## src/rtl/branch_cond_unit.sv

```systemverilog
// Branch condition unit: {N,V,Z} status register, condition-code evaluation and PC-relative target.
// Optional macro STATUS_FWD_EN forwards n_in/v_in/z_in into the EVAL-cycle condition when load_s is high.
`timescale 1ns/1ps
module branch_cond_unit #(
   parameter int PC_W  = 9,
   parameter int OFF_W = 8
) (
   input  logic              clk,
   input  logic              reset,
   input  logic              load_s,
   input  logic              n_in,
   input  logic              v_in,
   input  logic              z_in,
   input  logic              br_req,
   output logic              br_ready,
   input  logic [2:0]        br_cond,
   input  logic [PC_W-1:0]   br_pc,
   input  logic [OFF_W-1:0]  br_off,
   output logic              br_valid,
   input  logic              br_ack,
   output logic              br_taken,
   output logic [PC_W-1:0]   br_target,
   output logic              br_illegal,
   output logic [2:0]        status_nvz
);

   typedef enum logic [1:0] {
      ST_IDLE = 2'd0,
      ST_EVAL = 2'd1,
      ST_DONE = 2'd2
   } state_t;

   state_t            state_q, state_d;
   logic [2:0]        status_q, status_d;
   logic [2:0]        cond_q, cond_d;
   logic [PC_W-1:0]   pc_q, pc_d;
   logic [OFF_W-1:0]  off_q, off_d;
   logic              taken_q, taken_d;
   logic              illegal_q, illegal_d;
   logic [PC_W-1:0]   target_q, target_d;
   logic              ready_q, ready_d;
   logic              valid_q, valid_d;
   logic [2:0]        flags_s;
   logic [1:0]        verdict_s;

   // Returns {illegal, taken} for a condition code against {N,V,Z}.
   function automatic logic [1:0] eval_cond(input logic [2:0] cond, input logic [2:0] nvz);
      logic n, v, z;
      {n, v, z} = nvz;
      case (cond)
         3'd0:    eval_cond = {1'b0, 1'b1};
         3'd1:    eval_cond = {1'b0, z};
         3'd2:    eval_cond = {1'b0, ~z};
         3'd3:    eval_cond = {1'b0, n ^ v};
         3'd4:    eval_cond = {1'b0, (n ^ v) | z};
         default: eval_cond = {1'b1, 1'b0};
      endcase
   endfunction

   function automatic logic [PC_W-1:0] sext_off(input logic [OFF_W-1:0] off);
      sext_off = {PC_W{off[OFF_W-1]}};
      sext_off[OFF_W-1:0] = off;
   endfunction

   // Flags seen by the EVAL-cycle condition evaluation.
   always_comb begin
      flags_s = status_q;
`ifdef STATUS_FWD_EN
      if (load_s) begin
         flags_s = {n_in, v_in, z_in};
      end else begin
         flags_s = status_q;
      end
`endif
   end

   assign verdict_s = eval_cond(cond_q, flags_s);

   // Next-state and datapath for the IDLE/EVAL/DONE handshake.
   always_comb begin
      state_d   = state_q;
      cond_d    = cond_q;
      pc_d      = pc_q;
      off_d     = off_q;
      taken_d   = taken_q;
      illegal_d = illegal_q;
      target_d  = target_q;
      if (load_s) begin
         status_d = {n_in, v_in, z_in};
      end else begin
         status_d = status_q;
      end
      case (state_q)
         ST_IDLE: begin
            if (br_req) begin
               cond_d  = br_cond;
               pc_d    = br_pc;
               off_d   = br_off;
               state_d = ST_EVAL;
            end else begin
               state_d = ST_IDLE;
            end
         end
         ST_EVAL: begin
            {illegal_d, taken_d} = verdict_s;
            target_d             = pc_q + sext_off(off_q);
            state_d              = ST_DONE;
         end
         ST_DONE: begin
            if (br_ack) begin
               state_d   = ST_IDLE;
               taken_d   = 1'b0;
               illegal_d = 1'b0;
               target_d  = '0;
            end else begin
               state_d = ST_DONE;
            end
         end
         default: begin
            state_d   = ST_IDLE;
            taken_d   = 1'b0;
            illegal_d = 1'b0;
            target_d  = '0;
         end
      endcase
      ready_d = (state_d == ST_IDLE);
      valid_d = (state_d == ST_DONE);
   end

   // State and output registers with synchronous reset.
   always_ff @(posedge clk) begin
      if (reset) begin
         state_q   <= ST_IDLE;
         status_q  <= 3'b000;
         cond_q    <= 3'b000;
         pc_q      <= '0;
         off_q     <= '0;
         taken_q   <= 1'b0;
         illegal_q <= 1'b0;
         target_q  <= '0;
         ready_q   <= 1'b1;
         valid_q   <= 1'b0;
      end else begin
         state_q   <= state_d;
         status_q  <= status_d;
         cond_q    <= cond_d;
         pc_q      <= pc_d;
         off_q     <= off_d;
         taken_q   <= taken_d;
         illegal_q <= illegal_d;
         target_q  <= target_d;
         ready_q   <= ready_d;
         valid_q   <= valid_d;
      end
   end

   assign br_ready   = ready_q;
   assign br_valid   = valid_q;
   assign br_taken   = taken_q;
   assign br_illegal = illegal_q;
   assign br_target  = target_q;
   assign status_nvz = status_q;

endmodule

```

## config.mk

```make
export PLATFORM = sky130hd
export DESIGN_NAME = branch_cond_unit
export DESIGN_NICKNAME = d
export VERILOG_FILES = /design/src/rtl/branch_cond_unit.sv
export SDC_FILE = /design/constraint.sdc
export NUM_CORES = 1
export LEC_CHECK = 0
export ABC_AREA = 1
export CORE_ASPECT_RATIO = 1.25
export CORE_MARGIN = 2
export CORE_UTILIZATION = 52
export DETAILED_ROUTE_END_ITERATION = 7
export HOLD_SLACK_MARGIN = 0.06
export PLACE_DENSITY = 0.87
export SYNTH_ARGS = -nofsm -noshare
export SYNTH_HDL_FRONTEND = slang
export SYNTH_SLANG_ARGS = --single-unit
```

## constraint.sdc

```tcl
create_clock -name clk -period 2.4 [get_ports clk]
set_clock_uncertainty 0.15 [all_clocks]
set_input_delay 0.48 -clock clk [delete_from_list [all_inputs] [get_ports clk]]
set_output_delay 0.48 -clock clk [all_outputs]
set_load 0.05 [all_outputs]
```

==> results of run 1 <==
through the flow:
stage	instances	utilization, %	hold slack [ps]
5_1_grt	319	70.9	342
2_1_floorplan	237	-	306
6_report	319	70.9	309
4_1_cts	319	70.9	313
3_5_place_dp	312	68.4	301
3_3_place_gp	312	68.4	298
state kept, by name (all words and copies together) (netlist names):
name and flops:
br_illegal 1, br_ready 1, br_taken 1, br_target 9, br_valid 1, cond_q 3, off_q 8, pc_q 9
state_q 2, status_nvz 3
power by group:
part | internal (mW) | switching [mW] | total [mW]
Sequential | 0.679 | 0.0323 | 0.712
Clock | 0.195 | 0.215 | 0.410
Combinational | 0.140 | 0.199 | 0.339
Total | 1.01 | 0.446 | 1.46
worst min-delay path: cells and delay by family, from the launching register on:
kind            cells  cell delay (ps)
compound gates      1               50
flops               1              310
simple gates        1               60
layer usage:
metal / GRT usage (%) / up-vias / wire length (um)
met5: 0 / - / 0
met1: 20.7 / 690 / 1480
met2: 33.2 / 35 / 1680
li1: - / 850 / -
met3: 5.78 / 6 / 125
met4: 11.9 / 0 / 72
kinds of logic (layout without fill, tap and decap cells):
| family | after synthesis | in the layout | share of synthesized area, % |
|---|---|---|---|
| flip-flops | 38 | 38 | 43.4 |
| XOR/XNOR | 2 | 2 | 0.999 |
| AND/OR/NAND/NOR | 104 | 104 | 25.3 |
| adder cells (fa/ha/maj) | 9 | 9 | 6.85 |
| buffers and inverters | 30 | 75 | 7.20 |
| AO/OA/AOI/OAI | 54 | 54 | 16.3 |
cell usage after synthesis:
cell type / instances
a21oi_1: 22
a21oi_2: 4
buf_2: 2
buf_4: 1
buf_6: 1
clkbuf_1: 3
dfxtp_1: 38
fa_1: 1
ha_1: 8
inv_1: 19
inv_2: 4
nand2_1: 39
nand2_2: 5
nand3_1: 11
nand3_2: 1
nand3_4: 1
nor2_1: 46
nor2_4: 1
o21ai_0: 23
o21ai_1: 5
xor2_1: 2
final timing paths:
check | from | endpoint
max | status_nvz[0]$_SDFFE_PP0P_ | status_nvz[0]
min | br_illegal$_SDFFE_PP0P_ | br_illegal$_SDFFE_PP0P_
max reg2reg | pc_q[0]$_SDFFE_PP0P_ | br_target[6]$_SDFFE_PP0P_
min reg2reg | br_illegal$_SDFFE_PP0P_ | br_illegal$_SDFFE_PP0P_
layout by cell type (no fill, tap or decap):
cell,n
clkdlybuf4s50_1,43
inv_1,19
xor2_1,2
fa_1,1
a21oi_2,4
nand2_1,39
o21ai_1,5
nand2_2,5
nor2_4,1
nand3_4,1
inv_2,4
a21oi_1,22
clkinv_2,2
dfxtp_1,38
buf_4,2
clkbuf_8,5
nor2_1,46
nand3_1,11
nand3_2,1
o21ai_0,23
ha_1,8
area by class of cell:
cell class                 count  area (um2)
fill                         267         938
multi-input combinational    169         867
sequential                    38         761
timing repair buffer          45         445
inverter                      23        86.3
clock buffer                   5        68.8
tap                           37        46.3
clock inverter                 2        10.0
==> out/qor.txt, run 1 <==
Run status: finished clean
IO Count: 44
CP Capture Type: output pin
HP Class: reg2reg
Slew Viols, Final: 0
FF-to-FF path depth: 9
Syn Inst Count: 237
Initial antenna violation count: 0
1st-iter DRT viols: 32
Worst Path Buf+Inv: 1
Die footprint: 0.00386 mm2
Fin. Hold Viols: 0
Root Driver: clkbuf_8
Crit path DAT: 1530 ps
H-tree level count: 2
Finish-stage setup viols: 0
Nets: 319
Crit path depth: 1
Placer Congestion: 0.822
Row count: 23
Initial core utilization: 54.4%
Crit-path max FO: 6
Synth Warn #: 0
Clock sink total: 38
CP Class: reg2out
RSZ-0062 raised after global routing: no
Share of cells above drive strength 1: 8.87%
Antenna-violating nets left: 0
Total power: 1.46 mW
Finished Cell Area: 0.00228 mm2
CP max stage delay: 830 ps
Crit path time final: 2160 ps
DRT Pass-1 Iters: 4
GRT overflow: 0
Final Cycle Share: 90.1%
Crit path cell chain: clkdlybuf4s50_1
Port Buffers: 43
# Post-CTS Setup Buffers: 0
Cell family with most CP delay: buffers and inverters
Max_cap viols: 0
Pwr Density: 639 mW/mm2
Maximum buffer depth of the clock tree: 2
CTS tree: yes
Pre-CTS WS: 480 ps
Yosys cell types: 21
Syn nets: 274
Drt wl/cell: 10.5 um
Post-synthesis average cell area: 7.40 um2
Data required, critical path: 1770 ps
DP HPWL: 2.52 mm
Sequential share of the synthesized area: 43.4%
Num CTS Buffers: 5
First-pass GRT wire length: 5.70 mm
Total GRT Usage: 19.1%
Leak pwr: 1.01 nW
Drt via density: 4.96
Worst-Margin Slew: 501 ps
R2R setup slack: 620 ps
Top cell type's share of synthesized area: 43.4%
Clk pin slew, worst setup/hold paths: 70 ps
Die Ht: 68.9 um
Setup TNS: 0 ps
Post_cts resized: 0
Rel. slew slack: 66.5%
Die W: 56.0 um
Kind of start point of the critical path: flip-flop
Ant. Diodes: 0
DRC errors left: 0
Post-Place Cell Area: 0.00221 mm2
Final Worst Setup Slack: 238 ps
#FFs+latches synth: 38
Total routed wirelength: 3.35 mm
Post-CTS Hold Fix Bufs: 0
Worst skew pair latency: 290 ps
DR vias: 1581
Maximum VDD drop: 0.609 mV
Core area: 0.00322 mm2
Largest cells by area after synthesis: dfxtp_1 (43%), nor2_1 (9.8%), nand2_1 (8.3%)
F_max: 0.463 GHz
Syn-to-layout area delta: 30.2%
Largest net degree at the start of global routing: 26
Post-synth top area cell: dfxtp_1
Number of global-route vias before repair: 1448
Slowest-stage cell, CP: clkdlybuf4s50_1
Syn Std Cell Area: 0.00175 mm2
WHS Path Cells: 2
No activity file was read; power rests on OpenSTA's default activity.
==> run 2, diff against run 1 <==
--- a/config.mk
+++ b/config.mk
@@ -6,6 +6,7 @@
 export NUM_CORES = 1
 export LEC_CHECK = 0
 export ABC_AREA = 1
+export CAP_MARGIN = 40
 export CORE_ASPECT_RATIO = 1.25
 export CORE_MARGIN = 2
 export CORE_UTILIZATION = 52
==> results of run 2 <==
No change in the layout: final DEF, timing and power equal those of run 1.
==> run 3, diff against run 2 <==
--- a/config.mk
+++ b/config.mk
@@ -6,7 +6,7 @@
 export NUM_CORES = 1
 export LEC_CHECK = 0
 export ABC_AREA = 1
-export CAP_MARGIN = 40
+export CAP_MARGIN = 20
 export CORE_ASPECT_RATIO = 1.25
 export CORE_MARGIN = 2
 export CORE_UTILIZATION = 52
==> results of run 3 <==
No change in the layout: final DEF, timing and power equal those of run 1.
